File: src/rtl/gcd_driver.sv
// gcd_driver: FIFO-buffered requester driving the GCD engine ld/ready/done handshake.
// Optional GCD_DRIVER_ZERO_BYPASS_EN: zero-operand pairs are answered locally with a|b.
module gcd_driver #(
    parameter int WIDTH = 16,
    parameter int DEPTH = 4
) (
    input  logic             clk,
    input  logic             resetn,
    input  logic             req_valid_i,
    output logic             req_ready_o,
    input  logic [WIDTH-1:0] req_a_i,
    input  logic [WIDTH-1:0] req_b_i,
    output logic             gcd_ld_o,
    output logic [WIDTH-1:0] gcd_a_o,
    output logic [WIDTH-1:0] gcd_b_o,
    input  logic             gcd_ready_i,
    input  logic             gcd_done_i,
    input  logic [WIDTH-1:0] gcd_result_i,
    output logic             rsp_valid_o,
    input  logic             rsp_ready_i,
    output logic [WIDTH-1:0] rsp_result_o,
    output logic             busy_o,
    output logic             err_o
);
    localparam int AW = $clog2(DEPTH);

    typedef enum logic [1:0] {IDLE, ISSUE, WAIT} state_t;

    state_t           state_q, state_d;
    logic [WIDTH-1:0] mem_a_q [DEPTH];
    logic [WIDTH-1:0] mem_b_q [DEPTH];
    logic [WIDTH-1:0] mem_a_d [DEPTH];
    logic [WIDTH-1:0] mem_b_d [DEPTH];
    logic [AW-1:0]    wr_ptr_q, wr_ptr_d, rd_ptr_q, rd_ptr_d;
    logic [AW:0]      cnt_q, cnt_d;
    logic [WIDTH-1:0] gcd_a_q, gcd_a_d, gcd_b_q, gcd_b_d;
    logic [WIDTH-1:0] rsp_result_q, rsp_result_d, head_a, head_b, rsp_data;
    logic             rsp_valid_q, rsp_valid_d, err_q, err_d;
    logic             full, empty, slot_free, push, pop, rsp_load, bypass;

    always_comb begin
        full      = cnt_q == (AW+1)'(DEPTH);
        empty     = cnt_q == '0;
        slot_free = !rsp_valid_q || rsp_ready_i;
        head_a    = mem_a_q[rd_ptr_q];
        head_b    = mem_b_q[rd_ptr_q];
        push      = req_valid_i && !full;
`ifdef GCD_DRIVER_ZERO_BYPASS_EN
        bypass    = head_a == '0 || head_b == '0;
`else
        bypass    = 1'b0;
`endif
        pop       = 1'b0;
        rsp_load  = 1'b0;
        state_d   = state_q;
        gcd_a_d   = gcd_a_q;
        gcd_b_d   = gcd_b_q;
        case (state_q)
            IDLE: if (!empty && slot_free) begin
                if (bypass) begin
                    pop      = 1'b1;
                    rsp_load = 1'b1;
                end else if (gcd_ready_i) begin
                    pop     = 1'b1;
                    gcd_a_d = head_a;
                    gcd_b_d = head_b;
                    state_d = ISSUE;
                end
            end
            ISSUE: state_d = WAIT;
            WAIT: if (gcd_done_i) begin
                rsp_load = 1'b1;
                state_d  = IDLE;
            end
            default: state_d = IDLE;
        endcase
        rsp_data = bypass && state_q == IDLE ? head_a | head_b : gcd_result_i;
        mem_a_d  = mem_a_q;
        mem_b_d  = mem_b_q;
        if (push) begin
            mem_a_d[wr_ptr_q] = req_a_i;
            mem_b_d[wr_ptr_q] = req_b_i;
        end
        wr_ptr_d     = wr_ptr_q + AW'(push);
        rd_ptr_d     = rd_ptr_q + AW'(pop);
        cnt_d        = cnt_q + (AW+1)'(push) - (AW+1)'(pop);
        rsp_valid_d  = rsp_load || (rsp_valid_q && !rsp_ready_i);
        rsp_result_d = rsp_load ? rsp_data : rsp_result_q;
        // A done outside WAIT has no matching request; flag it and drop the data.
        err_d        = err_q || (gcd_done_i && state_q != WAIT);
    end

    always_ff @(posedge clk or negedge resetn) begin
        if (!resetn) begin
            state_q      <= IDLE;
            mem_a_q      <= '{default: '0};
            mem_b_q      <= '{default: '0};
            wr_ptr_q     <= '0;
            rd_ptr_q     <= '0;
            cnt_q        <= '0;
            gcd_a_q      <= '0;
            gcd_b_q      <= '0;
            rsp_valid_q  <= 1'b0;
            rsp_result_q <= '0;
            err_q        <= 1'b0;
        end else begin
            state_q      <= state_d;
            mem_a_q      <= mem_a_d;
            mem_b_q      <= mem_b_d;
            wr_ptr_q     <= wr_ptr_d;
            rd_ptr_q     <= rd_ptr_d;
            cnt_q        <= cnt_d;
            gcd_a_q      <= gcd_a_d;
            gcd_b_q      <= gcd_b_d;
            rsp_valid_q  <= rsp_valid_d;
            rsp_result_q <= rsp_result_d;
            err_q        <= err_d;
        end
    end

    assign req_ready_o  = !full;
    assign gcd_ld_o     = state_q == ISSUE;
    assign gcd_a_o      = gcd_a_q;
    assign gcd_b_o      = gcd_b_q;
    assign rsp_valid_o  = rsp_valid_q;
    assign rsp_result_o = rsp_result_q;
    assign busy_o       = !empty || state_q != IDLE || rsp_valid_q;
    assign err_o        = err_q;
endmodule

File: config.mk
export PLATFORM = sky130hd
export DESIGN_NAME = gcd_driver
export DESIGN_NICKNAME = d
export VERILOG_FILES = /design/src/rtl/gcd_driver.sv
export SDC_FILE = /design/constraint.sdc
export NUM_CORES = 1
export LEC_CHECK = 0
export BUFFER_PORTS_ARGS = -buffer_cell sky130_fd_sc_hd__buf_2
export CAP_MARGIN = 40
export CORE_MARGIN = 2
export CORE_UTILIZATION = 52
export CTS_CLUSTER_SIZE = 40
export DETAILED_ROUTE_END_ITERATION = 12
export GPL_TIMING_DRIVEN = 0
export PLACE_DENSITY = 0.81
export SKIP_LAST_GASP = 1
export SYNTH_ARGS = -nofsm -noshare
export SYNTH_HDL_FRONTEND = slang
export SYNTH_SLANG_ARGS = --single-unit
File: constraint.sdc
create_clock -name clk -period 2.46 [get_ports clk]
set_clock_uncertainty 0.05 [all_clocks]
set_input_delay 0.123 -clock clk [delete_from_list [all_inputs] [get_ports clk]]
set_output_delay 0.123 -clock clk [all_outputs]
set_load 0.02 [all_outputs]
==> impl.org, run 1 <==
** Worst setup path
- Number of buffer and inverter instances along the worst setup path :: 2
- For this run, the slowest stage of the critical path takes 0.42 ns.
- Endpoint required time on the critical path :: 2.72 ns
- Cell family with the largest share of critical-path delay :: simple AND/OR/NAND/NOR gates
- For the worst setup path, the data arrival time is 2.64 ns.
- Crit. Startpoint :: cnt_q[1]
- Series of cell instances along the critical path :: or3b_1 > buf_6 > and2_1 > xnor2_1 > ha_2 > inv_1 > fa_2 > xnor2_2 > xnor2_1
- Element type at the critical path start :: flop
- Maximum net fanout on the critical path :: 6
- Startpoint-to-endpoint class of the critical path :: reg2reg
- Kind of end point of the critical path :: flop
- On the critical path, the stage with the largest delay is an instance of sky130_fd_sc_hd__dfrtp_1.
- In this run the critical register-to-register path is launched from cnt_q[1].
- The most numerous cell type found on the critical path is sky130_fd_sc_hd__xnor2_1.

** GRT
- Summed over all layers, the global routing overflow is 0.
- The number of global-route vias before repair came to 5085.
- Entering global routing, the biggest net connects 130 pins.
- Global-route wire length before repair :: 26500 um
- Antenna violations before repair :: 0
- In the global route stage, overall resource usage came out at 20.6%.

** Detailed routing
- For this block, the via count after detailed routing is 4503.
- In the routed layout, each cell is associated on average with a via count of 5.27.
- After detailed routing, the average wire length per cell comes to 18.6 um.
- After detailed routing, the number of remaining DRC violations is 0.
- DR iter-0 viols :: 218
- Routed wire length :: 15900 um
- Number of routed nets with antenna violations :: 0
- Detailed-router iteration count before antenna repair :: 4

** Synthesis
- Synth Area per Inst :: 18.1 um^2
- Counting flops with a built-in enable in the synthesized netlist gives 0.
- For this run, the register share of the synthesized area comes to 57.0%.
- Synthesis handed over a netlist of 453 instances.
- The cell area that synthesis handed to floorplanning was 0.00820 mm^2.
- Share of async-settable or async-resettable flops after synthesis :: 100%
- FF+latch count, synth :: 187
- Synth unique cells :: 31
- Counting every net in the synthesized netlist gives 510.
- For this run, the leading register cell type out of synthesis is sky130_fd_sc_hd__dfrtp_1.
- Yosys printed 0 warnings.

** STA
- Count of final max-slew check failures :: 0
- Setup violations remaining at the end of the flow were counted as 0.
- Final critical-path setup slack :: 0.0850 ns
- Shortest clock period the worst path allows after layout :: 2.38 ns
- The count of final hold-check violations came to 0.
- Worst Max-Slew Pin Slew :: 0.796 ns
- Relative max-transition margin :: 47.0%
- Final worst path period share :: 96.5%
- Based on the critical path, the design can be clocked at up to 421 MHz.

** Place
- Before CTS, the worst setup slack after placement is -0.0911 ns.
- DP Area :: 0.00903 mm^2
- Placed wire-length estimate :: 10500 um
- Buffers added on ports :: 106
- Global placer's final weighted congestion :: 0.710

** Layout
- The library cells used most frequently in the layout, excluding fill and tap cells, are sky130_fd_sc_hd__dfrtp_1 (187), sky130_fd_sc_hd__buf_2 (108), sky130_fd_sc_hd__mux2_2 (104).
- Relative to the synthesized area, the layout overhead comes to 23.7%.
- The library cell used most frequently in the layout, excluding fill and tap cells, is sky130_fd_sc_hd__dfrtp_1.
- Count of nets after finishing :: 688
- The number of antenna diodes in the final layout is 0.
- Fraction of layout instances using a drive strength above 1 :: 56.9%
- Final instance area :: 0.0101 mm^2

** Power
- Overall power after layout :: 14.2 mW
- In this run the static leakage power is 4.71 nW.
- VDD IR-drop max :: 784 uV
- Power density cells :: 1400 mW/mm^2

** Clocking
- Counting along the longest clock path gives a buffer depth of 2.
- Clock latency on the worst-skew pair :: 0.42 ns
- After clock tree synthesis, the clock-pin slew on the worst setup and hold paths is 0.06 ns.
- Clock tree synthesis inserted a total of 17 buffers.
- # clock sinks :: 187
- Number of H-tree branching levels :: 4
- CTS tree :: built
- Root buffer selected by CTS :: sky130_fd_sc_hd__clkbuf_16

** Floorplanning
- Top Ports :: 107
- Initial standard-cell utilization of the core :: 53.6%
- Die width :: 130 um
- Die outline height :: 130 um
- In this run the core area contains 45 standard-cell rows.
- The die covers 0.0168 mm^2.
- Placeable core area :: 0.0153 mm^2

** Min path
- Kind of path behind the tightest hold check :: in2reg
- Start point of the worst hold path :: rsp_ready_i

** Outcome
- Outcome :: finished, final reports clean

** Job
- Across the run, the number of max-cap violations was 0.
[worst paths after layout]
kind	to	slack, ns	cells after the start
hold / removal	rsp_valid_o	0.04	3
setup reg to reg	cnt_q[2]	0.08	9
setup / recovery	cnt_q[2]	0.08	9
max in group asynchronous	gcd_a_o[10]	1.23	3
hold reg to reg	err_o	0.45	1
min in group asynchronous	mem_b_q[35]	0.16	2
[registers in the layout, summed over array words and instances, names as in the netlist]
register / count
cnt_q: 3
err_o: 1
gcd_a_o: 16
gcd_b_o: 16
mem_a_q: 64
mem_b_q: 64
rd_ptr_q: 2
rsp_result_o: 16
rsp_valid_o: 1
state_q: 2
wr_ptr_q: 2
[kinds of logic (layout without fill, tap and decap cells)]
family / count (synthesis) / in the layout / synth area share (%)
XOR/XNOR: 6 / 6 / 0.641
adder cells (fa/ha/maj): 3 / 3 / 0.549
multiplexers: 208 / 208 / 35.7
flip-flops: 187 / 187 / 57.0
AO/OA/AOI/OAI: 2 / 2 / 0.183
AND/OR/NAND/NOR: 19 / 19 / 2.32
buffers and inverters: 28 / 218 / 3.57
[what timing repair did]
item / 4_1_cts / 5_1_grt
endpoints found under the setup margin: 1 / 1
hold buffers: 50 / 0
pin swaps: 1 / 1
endpoints found under the hold margin: 204 / 0
gates resized for setup: 1 / 3
setup buffers: 1 / 1
[through the flow]
step | utilization (%) | setup TNS (ns) | hold slack (ns) | cells
6_report | 66.2 | 0 | 0.0425 | 854
3_3_place_gp | 58.8 | -289.12 | 0.281 | 770
3_5_place_dp | 59.0 | -0.0911 | 0.0338 | 771
4_1_cts | 66.1 | 0 | 0.0246 | 853
5_1_grt | 66.2 | -0.0429 | 0.0279 | 854
2_1_floorplan | - | 0 | -0.223 | 453
[layout make-up]
| type | count | area (um^2) |
|---|---|---|
| plain buffers | 25 | 285 |
| clock buffers | 19 | 453 |
| clock inverters | 12 | 124 |
| fillers | 1092 | 5170 |
| inverters | 3 | 11.3 |
| multi-input cells | 238 | 3240 |
| flip-flops and latches | 187 | 4680 |
| well taps | 211 | 264 |
| repair buffers | 159 | 1080 |
[cells in the mapped netlist (all sizes together) (2+ instances only)]
cell / instances / area (um^2)
mux4: 32 / 721
nor2: 3 / 11.3
nand4b: 3 / 56.3
inv: 3 / 11.3
nand2b: 2 / 12.5
nand2: 2 / 7.51
dfrtp: 187 / 4680
clkbuf: 2 / 7.51
buf: 23 / 274
nand4: 2 / 42.5
ha: 2 / 25.0
xnor2: 5 / 43.8
mux2: 176 / 2210
[metal layers]
layer  vias up  wire [um]  GRT usage (%)
met1      2390       7080           27.4
met5         -          0              0
met3        12        535           5.00
li1       2016          -              -
met2        85       8130           34.5
met4         0        156           5.25
[tightest hold or removal path, delay by kind of cell]
kind / cells / cell delay [ns]
and+or+nand+nor: 2 / 0.27
buffers and inverters: 1 / 0.07
[where the power goes]
group          total, mW  internal [mW]  switching [mW]
combinational       5.97           3.53            2.43
clock               2.67           1.54            1.14
sequential          5.52           4.67           0.851
Note: power is estimated with default switching activity, not from simulation.
==> run 2, diff against run 1 <==
--- a/config.mk
+++ b/config.mk
@@ -7,11 +7,10 @@
 export LEC_CHECK = 0
 export BUFFER_PORTS_ARGS = -buffer_cell sky130_fd_sc_hd__buf_2
 export CAP_MARGIN = 40
-export CORE_MARGIN = 2
+export CORE_MARGIN = 1.5
 export CORE_UTILIZATION = 52
 export CTS_CLUSTER_SIZE = 40
 export DETAILED_ROUTE_END_ITERATION = 12
-export GPL_TIMING_DRIVEN = 0
 export PLACE_DENSITY = 0.81
 export SKIP_LAST_GASP = 1
 export SYNTH_ARGS = -nofsm -noshare
==> run 2 against run 1 <==
Effect of this change: largest power group unchanged; register-to-register slack improved by 0.08 ns; sequential share of layout area rose by 0.72 points; non-clock buffer count fell by 12; cell area fell by 1.5%; sequential cell count did not move; die area fell by 1.5%.
==> impl.org, run 2 (synthesis results as in run 1) <==
** Clocking
- Clock tree synthesis selected as its root buffer the cell sky130_fd_sc_hd__clkbuf_16.
- Number of H-tree branching levels :: 4 (unchanged)
- Clock buffer count from CTS :: 17 (unchanged)
- The post-cts hold buffer count came to 51 (+2.0%).
- The post-CTS setup repair buffer count was 0 (-1).
- The clock input transition at the sequential cells of the worst setup and hold paths is 0.07 ns (about the same).
- CTS tree :: built
- # clock sinks :: 187 (unchanged)
- The clock insertion delay at the later pin of the skew report is 0.43 ns (about the same).
- The post-cts resize count is 0 (-1).
- The maximum root-to-sink buffer count was 2 (unchanged).

** Place
- Cells after DPL :: 760 (-1.4%)
- The count of port buffers added during placement is 106 (unchanged).
- Global placer's final weighted congestion :: 0.722 (+1.7%)
- Pre-CTS setup slack :: 0.183 ns (+0.274 ns)
- The final HPWL from detailed placement was 9860 um (-5.8%).

** Floorplanning
- The core region area came to 0.0153 mm^2 (unchanged).
- Initial standard-cell utilization of the core :: 53.6% (unchanged)
- Number of rows created at floorplan :: 45 (unchanged)
- The number of primary I/O pins was 107 (unchanged).
- Die width :: 129 um (-0.77%)
- The area of the die came to 0.0165 mm^2 (-1.5%).
- Die outline height :: 129 um (-0.77%)

** Min path
- Kind of path behind the tightest hold check :: in2reg

** GRT
- The global-route wire length before repair is 26000 um (-2.1%).
- The largest net degree at the start of global routing was 71 (-45%).
- Antenna violations before repair :: 0 (unchanged)
- The total global routing track utilization came to 20.8% (+0.15 points).
- The number of global-route vias before repair is 4937 (-2.9%).
- Final global-route overflow total :: 0 (unchanged)

** Layout
- Largest registers :: mem_a_q: 64 flops, mem_b_q: 64 flops
- The library cells used most frequently in the layout, excluding fill and tap cells, are sky130_fd_sc_hd__dfrtp_1 (185), sky130_fd_sc_hd__buf_2 (105), sky130_fd_sc_hd__mux2_2 (104).
- Relative to the synthesized area, the layout overhead comes to 21.8%.
- Count of nets after finishing :: 676 (-1.7%)
- The footprint of the multi-input gates was 0.00323 mm^2 (-0.39%).
- The count of inserted antenna diode cells is 0 (unchanged).
- Most common cell after layout, fill and taps aside :: sky130_fd_sc_hd__dfrtp_1
- Area taken by flip-flops and latches :: 0.00468 mm^2 (about the same)
- Fillers :: 1126 (+3.1%)
- Fraction of layout instances using a drive strength above 1 :: 56.2% (-0.75 points)
- Cell Count, Final, Fillers Out :: 843 (-1.3%)

** Power
- Power density cells :: 1400 mW/mm^2 (about the same)
- Overall power after layout :: 13.9 mW (-1.5%)
- The maximum resistive drop on vdd is 691 uV (-12%).
- The static leakage was 4.65 nW (-1.3%).

** Detailed routing
- The total length of routed wires is 15600 um (-1.9%).
- The count of nets left with antenna violations after detail routing came to 0 (unchanged).
- DRC viols :: 0 (unchanged)
- The via density per instance came to 5.30 (+0.45%).
- DR iter-0 viols :: 150 (-31%)
- Average wire per cell in the routed design :: 18.5 um (-0.59%)
- Detailed-router iteration count before antenna repair :: 4 (unchanged)
- The via count of the routed design came to 4465 (-0.84%).

** STA
- Total of endpoints with negative setup slack in the final report :: 0 (unchanged)
- Total Neg Setup Slack :: 0 ns (unchanged)
- Shortest clock period the worst path allows after layout :: 2.29 ns (-0.0801 ns)
- The final cycle utilization of the critical path was 93.3% (-3.3 points).
- Relative max-transition margin :: 47.5% (+0.49 points)
- The minimum hold slack came to 0.0330 ns (-0.00950 ns).
- Worst Max-Slew Pin Slew :: 0.786 ns (-0.00980 ns)
- The maximum clock rate was 436 MHz (+3.5%).
- Final hold vios :: 0 (unchanged)
- Final critical-path setup slack :: 0.165 ns (+0.0801 ns)
- Count of final max-slew check failures :: 0 (unchanged)
- RSZ-0062 raised after global routing :: false

** Worst setup path
- Element type at the critical path start :: flop
- Walking the worst path, the cells encountered are or3b_1 > and2_1 > xnor2_1 > ha_1 > inv_1 > fa_1 > xnor2_1 > xnor2_1.
- Number of buffer and inverter instances along the worst setup path :: 1 (-1)
- Kind of end point of the critical path :: flop
- By startpoint and endpoint, the worst setup path is classified as reg2reg.
- Maximum net fanout on the critical path :: 4 (-2)
- Slowest stage delay, CP :: 0.43 ns (about the same)
- Counting stages on the worst path, the most repeated cell is sky130_fd_sc_hd__xnor2_1.
- The setup slack of the most critical reg-to-reg path was 0.17 ns (+0.08 ns).
- The required time at the endpoint of the critical path is 2.75 ns (+0.03 ns).
- Among all stages on the critical path, the largest delay is contributed by sky130_fd_sc_hd__dfrtp_1.
- Data arrival at the endpoint of the critical path :: 2.59 ns (-0.05 ns)
- Cell family with the largest share of critical-path delay :: simple AND/OR/NAND/NOR gates

** Outcome
- The run finished with clean final reports.

** Job
- Max-cap violation count :: 0 (unchanged)
[run 2: cell types whose count changed in the layout (fill, tap and decap cells not counted), sizes merged]
cell         previous run  this run
clkinv                  6         9
buf                   132       120
inv                     3         4
dlygate4sd3            50        51
clkbuf                 21        20
clkinvlp                4         1
[run 2: cell type report]
type / count / area share (%)
flip-flops and latches: 187 / 46.9
well taps: 211 / 2.64
inverters: 3 / 0.113
multi-input cells: 238 / 32.3
repair buffers: 172 / 12.4
clock inverters: 13 / 1.25
clock buffers: 19 / 4.43
[run 2: path summary, 6_finish.rpt]
| path | start | to | cells past startpoint |
|---|---|---|---|
| setup reg to reg | cnt_q[1] | cnt_q[2] | 8 |
| hold reg to reg | err_o | err_o | 1 |
| setup / recovery | cnt_q[1] | cnt_q[2] | 8 |
| max in group asynchronous | resetn | mem_b_q[8] | 3 |
| min in group asynchronous | resetn | mem_b_q[3] | 2 |
| hold / removal | gcd_ready_i | rd_ptr_q[1] | 4 |
[run 2: power by group]
| part | leakage [nW] | internal [mW] | switching [mW] |
|---|---|---|---|
| Combinational | 2.14 | 3.40 | 2.30 |
| Sequential | 2.22 | 4.67 | 0.923 |
| Clock | 0.286 | 1.51 | 1.14 |
[run 2: worst reg2reg max path, cell delays in order (launching register included)]
cell and delay [ns]:
sky130_fd_sc_hd__dfrtp_1 0.43, sky130_fd_sc_hd__or3b_1 0.41, sky130_fd_sc_hd__and2_1 0.20, sky130_fd_sc_hd__xnor2_1 0.20
sky130_fd_sc_hd__ha_1 0.18, sky130_fd_sc_hd__inv_1 0.05, sky130_fd_sc_hd__fa_1 0.37, sky130_fd_sc_hd__xnor2_1 0.17
sky130_fd_sc_hd__xnor2_1 0.15
[run 2: metal layers]
metal | track usage, % | vias up | wire [um]
li1 | - | 2011 | -
met3 | 4.32 | 20 | 509
met1 | 26.7 | 2347 | 6990
met2 | 35.6 | 87 | 7890
met4 | 6.87 | 0 | 210
met5 | 0 | - | 0
[run 2: metrics by stage]
stage / utilization (%) / cell area [um^2]
after detailed placement: 58.2 / 8910
after floorplan: - / 8200
after global routing: 65.3 / 9990
after global placement: 58.2 / 8910
after CTS: 65.3 / 9990
final: 65.3 / 9990
==> run 3, diff against run 2 <==
--- a/config.mk
+++ b/config.mk
@@ -8,10 +8,10 @@
 export BUFFER_PORTS_ARGS = -buffer_cell sky130_fd_sc_hd__buf_2
 export CAP_MARGIN = 40
 export CORE_MARGIN = 1.5
-export CORE_UTILIZATION = 52
+export CORE_UTILIZATION = 58
 export CTS_CLUSTER_SIZE = 40
 export DETAILED_ROUTE_END_ITERATION = 12
-export PLACE_DENSITY = 0.81
+export PLACE_DENSITY = 0.85
 export SKIP_LAST_GASP = 1
 export SYNTH_ARGS = -nofsm -noshare
 export SYNTH_HDL_FRONTEND = slang
==> constraint.sdc (replaced) <==
create_clock -name clk -period 2.4 [get_ports clk]
set_clock_uncertainty 0.05 [all_clocks]
set_input_delay 0.12 -clock clk [delete_from_list [all_inputs] [get_ports clk]]
set_output_delay 0.12 -clock clk [all_outputs]
set_load 0.02 [all_outputs]
==> run 3 against run 2 <==
Effect of this change: maximum frequency grew 0.58%; global-route usage grew 2.6 points; first-iteration DRC count grew 67%; combinational power increased by 4.2%; register-to-register slack lost 0.05 ns; clock power is 12% higher; die area down 10%; non-clock buffer count rose by 1; sequential cell count is the same; count of clock-buffer cells in the layout grew 6; sequential power rose by 4.1%; hold slack improved by 0.039 ns; critical path type unchanged.
==> impl.org, run 3 (synthesis results as in run 1) <==
** Detailed routing
- Total via count in the routed design :: 4535 (+1.6%)
- The number of violations reported at the end of detailed-routing iteration 0 is 250 (+67%).
- Average vias per placed instance :: 5.58 (+5.3%)
- Routed wire length :: 15800 um (+1.5%)
- The number of search-and-repair iterations in the first detailed-routing pass came to 4 (unchanged).
- DRC viols :: 0 (unchanged)
- Average wire per cell in the routed design :: 19.5 um (+5.3%)
- Number of routed nets with antenna violations :: 0 (unchanged)

** Place
- Global placer's final weighted congestion :: 0.779 (+7.8%)
- DP Area :: 0.00893 mm^2 (+0.21%)
- Pre-CTS setup slack :: 0.137 ns (-0.0461 ns)
- Placed wire-length estimate :: 9840 um (-0.29%)
- The count of port buffers added during placement was 106 (unchanged).

** Power
- The switching portion of total power came to 30.7% (-0.58 points).
- The maximum resistive drop on vdd is 923 uV (+34%).
- Switch Pwr :: 4.53 mW (+3.7%)
- The power density normalized to cell area came to 1460 mW/mm^2 (+4.6%).
- The relative contribution of sequential cells to total power came to 39.6% (-0.5 points).
- The cell-internal power was 10.2 mW (+6.5%).
- The power share of the clock group is 20.1% (+1.1 points).
- Relative contribution of combinational cells to total power :: 40.3% (-0.6 points)
- Overall power after layout :: 14.7 mW (+5.7%)
- The static leakage came to 4.71 nW (+1.3%).

** Clocking
- Clock buffer count from CTS :: 17 (unchanged)
- The clock input transition at the sequential cells of the worst setup and hold paths came to 0.06 ns (about the same).
- Number of H-tree branching levels :: 4 (unchanged)
- The clock insertion delay at the later pin of the skew report is 0.42 ns (about the same).
- TritonCTS built the clock tree.
- Buffer depth of the longest clock path :: 2 (unchanged)
- # clock sinks :: 187 (unchanged)
- The root buffer cell chosen for the clock tree is sky130_fd_sc_hd__clkbuf_16.

** Floorplanning
- The number of primary I/O pins came to 107 (unchanged).
- The number of core rows came to 43 (-4.4%).
- The x dimension of the die was 122 um (-5.2%).
- The die height is 122 um (-5.2%).
- The area of the die was 0.0149 mm^2 (-10%).
- Initial standard-cell utilization of the core :: 59.3% (+5.8 points)
- Placeable core area :: 0.0138 mm^2 (-9.7%)

** Worst setup path
- Data arrival at the endpoint of the critical path :: 2.54 ns (-0.05 ns)
- Endpoint required time on the critical path :: 2.66 ns (-0.09 ns)
- The worst setup path is of the reg2reg kind.
- STA classifies the critical path endpoint as a flop.
- Element type at the critical path start :: flop
- Maximum net fanout on the critical path :: 4 (unchanged)

** STA
- Final hold vios :: 0 (unchanged)
- Highest achievable clock rate :: 438 MHz (+0.58%)
- Count of final max-slew check failures :: 0 (unchanged)
- The slew at the pin closest to its max-slew limit was 0.830 ns (+0.0441 ns).
- Relative max-transition margin :: 44.5% (-2.9 points)
- RSZ-0062 raised after global routing :: false
- Final critical-path setup slack :: 0.118 ns (-0.0468 ns)
- The minimum hold slack was 0.0715 ns (+0.0386 ns).
- Total of endpoints with negative setup slack in the final report :: 0 (unchanged)
- The final cycle utilization of the critical path was 95.1% (+1.8 points).
- The sum of negative setup slack is 0 ns (unchanged).
- The final critical-path required period was 2.28 ns (-0.0132 ns).

** Outcome
- Outcome :: finished, final reports clean

** Min path
- Kind of path behind the tightest hold check :: in2reg

** Layout
- Final instance area :: 0.0101 mm^2 (+0.96%)
- The top cell types in the final layout, fill and taps aside, are sky130_fd_sc_hd__dfrtp_1 (185), sky130_fd_sc_hd__buf_2 (105), sky130_fd_sc_hd__mux2_2 (104).
- The share of layout cells above drive strength 1 was 56.1% (-0.089 points).
- Area overhead of the layout relative to synthesis :: 23.0%
- Fillers :: 854 (-24%)
- The final net count came to 677 (+0.15%).
- The count of inserted antenna diode cells was 0 (unchanged).
- The largest registers in the layout are mem_a_q: 64 flops, mem_b_q: 64 flops.
- Leaving out fill and tap cells, the most frequent cell in the layout is sky130_fd_sc_hd__dfrtp_1.

** GRT
- The largest net degree at the start of global routing is 80 (+13%).
- The initial antenna violation count came to 0 (unchanged).
- Final global-route overflow total :: 0 (unchanged)
- The number of global-route vias before repair is 4916 (-0.43%).
- Total global-route track usage :: 23.4% (+2.6 points)
- The global-route wire length before repair came to 26000 um (+0.35%).

** Job
- The number of max-cap violations came to 0 (unchanged).
-- run 3: cell count changes in the layout (fill, tap and decap cells not counted), sizes merged --
| cell | delta |
|---|---|
| clkbuf | +6 |
| clkinv | -6 |
| bufinv | +2 |
| buf | +1 |
| clkinvlp | -1 |
| inv | -1 |
-- run 3: timing repair --
action                                  in CTS  in global routing
resized for setup                            0                  2
setup buffers                                0                  0
hold endpoints to repair                   196                  0
endpoints found under the setup margin       0                  1
hold buffers                                51                  0
-- run 3: metal layers --
metal	routed length (um)	vias up	track usage [%]	share of wire [%]
li1	-	2003	-	-
met1	7140	2394	32.6	45
met2	7790	117	36.8	49
met3	634	21	4.92	4.0
met4	278	0	8.46	1.8
met5	0	-	0	0
-- run 3: cell type report --
cell class              instances  area [um^2]  share of cell area, %
clock buffers                  25          495                   4.91
clock inverters                 7          135                   1.34
inverters                       3         11.3                  0.112
multi-input cells             238         3250                   32.2
flip-flops and latches        187         4680                   46.4
well taps                     180          225                   2.23
repair buffers                173         1290                   12.8
-- run 3: power by group through the flow --
stage / registers (mW) / logic, mW / clock network [mW]
2_1_floorplan: 5.96 / 4.23 / 0
3_3_place_gp: 5.69 / 5.68 / 0
3_5_place_dp: 5.84 / 5.85 / 0
4_1_cts: 5.81 / 5.96 / 3.02
5_1_grt: 6.02 / 6.34 / 3.14
6_report: 5.83 / 5.94 / 2.96
-- run 3: critical path, cell delays in order (launching register included) --
cell	delay (ns)
sky130_fd_sc_hd__dfrtp_1	0.42
sky130_fd_sc_hd__or3b_1	0.42
sky130_fd_sc_hd__and2_1	0.23
sky130_fd_sc_hd__xnor2_2	0.15
sky130_fd_sc_hd__ha_1	0.16
sky130_fd_sc_hd__inv_1	0.05
sky130_fd_sc_hd__fa_1	0.40
sky130_fd_sc_hd__xnor2_2	0.15
sky130_fd_sc_hd__xnor2_1	0.13
-- run 3: path summary, 6_finish.rpt --
kind | start | to | slack (ns) | cells past startpoint
setup / recovery | cnt_q[1] | cnt_q[2] | 0.12 | 8
hold / removal | gcd_ready_i | rd_ptr_q[1] | 0.07 | 4
setup reg to reg | cnt_q[1] | cnt_q[2] | 0.12 | 8
hold reg to reg | err_o | err_o | 0.42 | 1
max in group asynchronous | resetn | rd_ptr_q[0] | 1.37 | 3
min in group asynchronous | resetn | gcd_b_o[10] | 0.15 | 2
-- run 3: per-stage QoR --
| stage | util (%) | cells |
|---|---|---|
| 2_1_floorplan | - | 453 |
| 3_3_place_gp | 64.6 | 730 |
| 3_5_place_dp | 64.6 | 730 |
| 4_1_cts | 72.9 | 813 |
| 5_1_grt | 73.0 | 813 |
| 6_report | 73.0 | 813 |
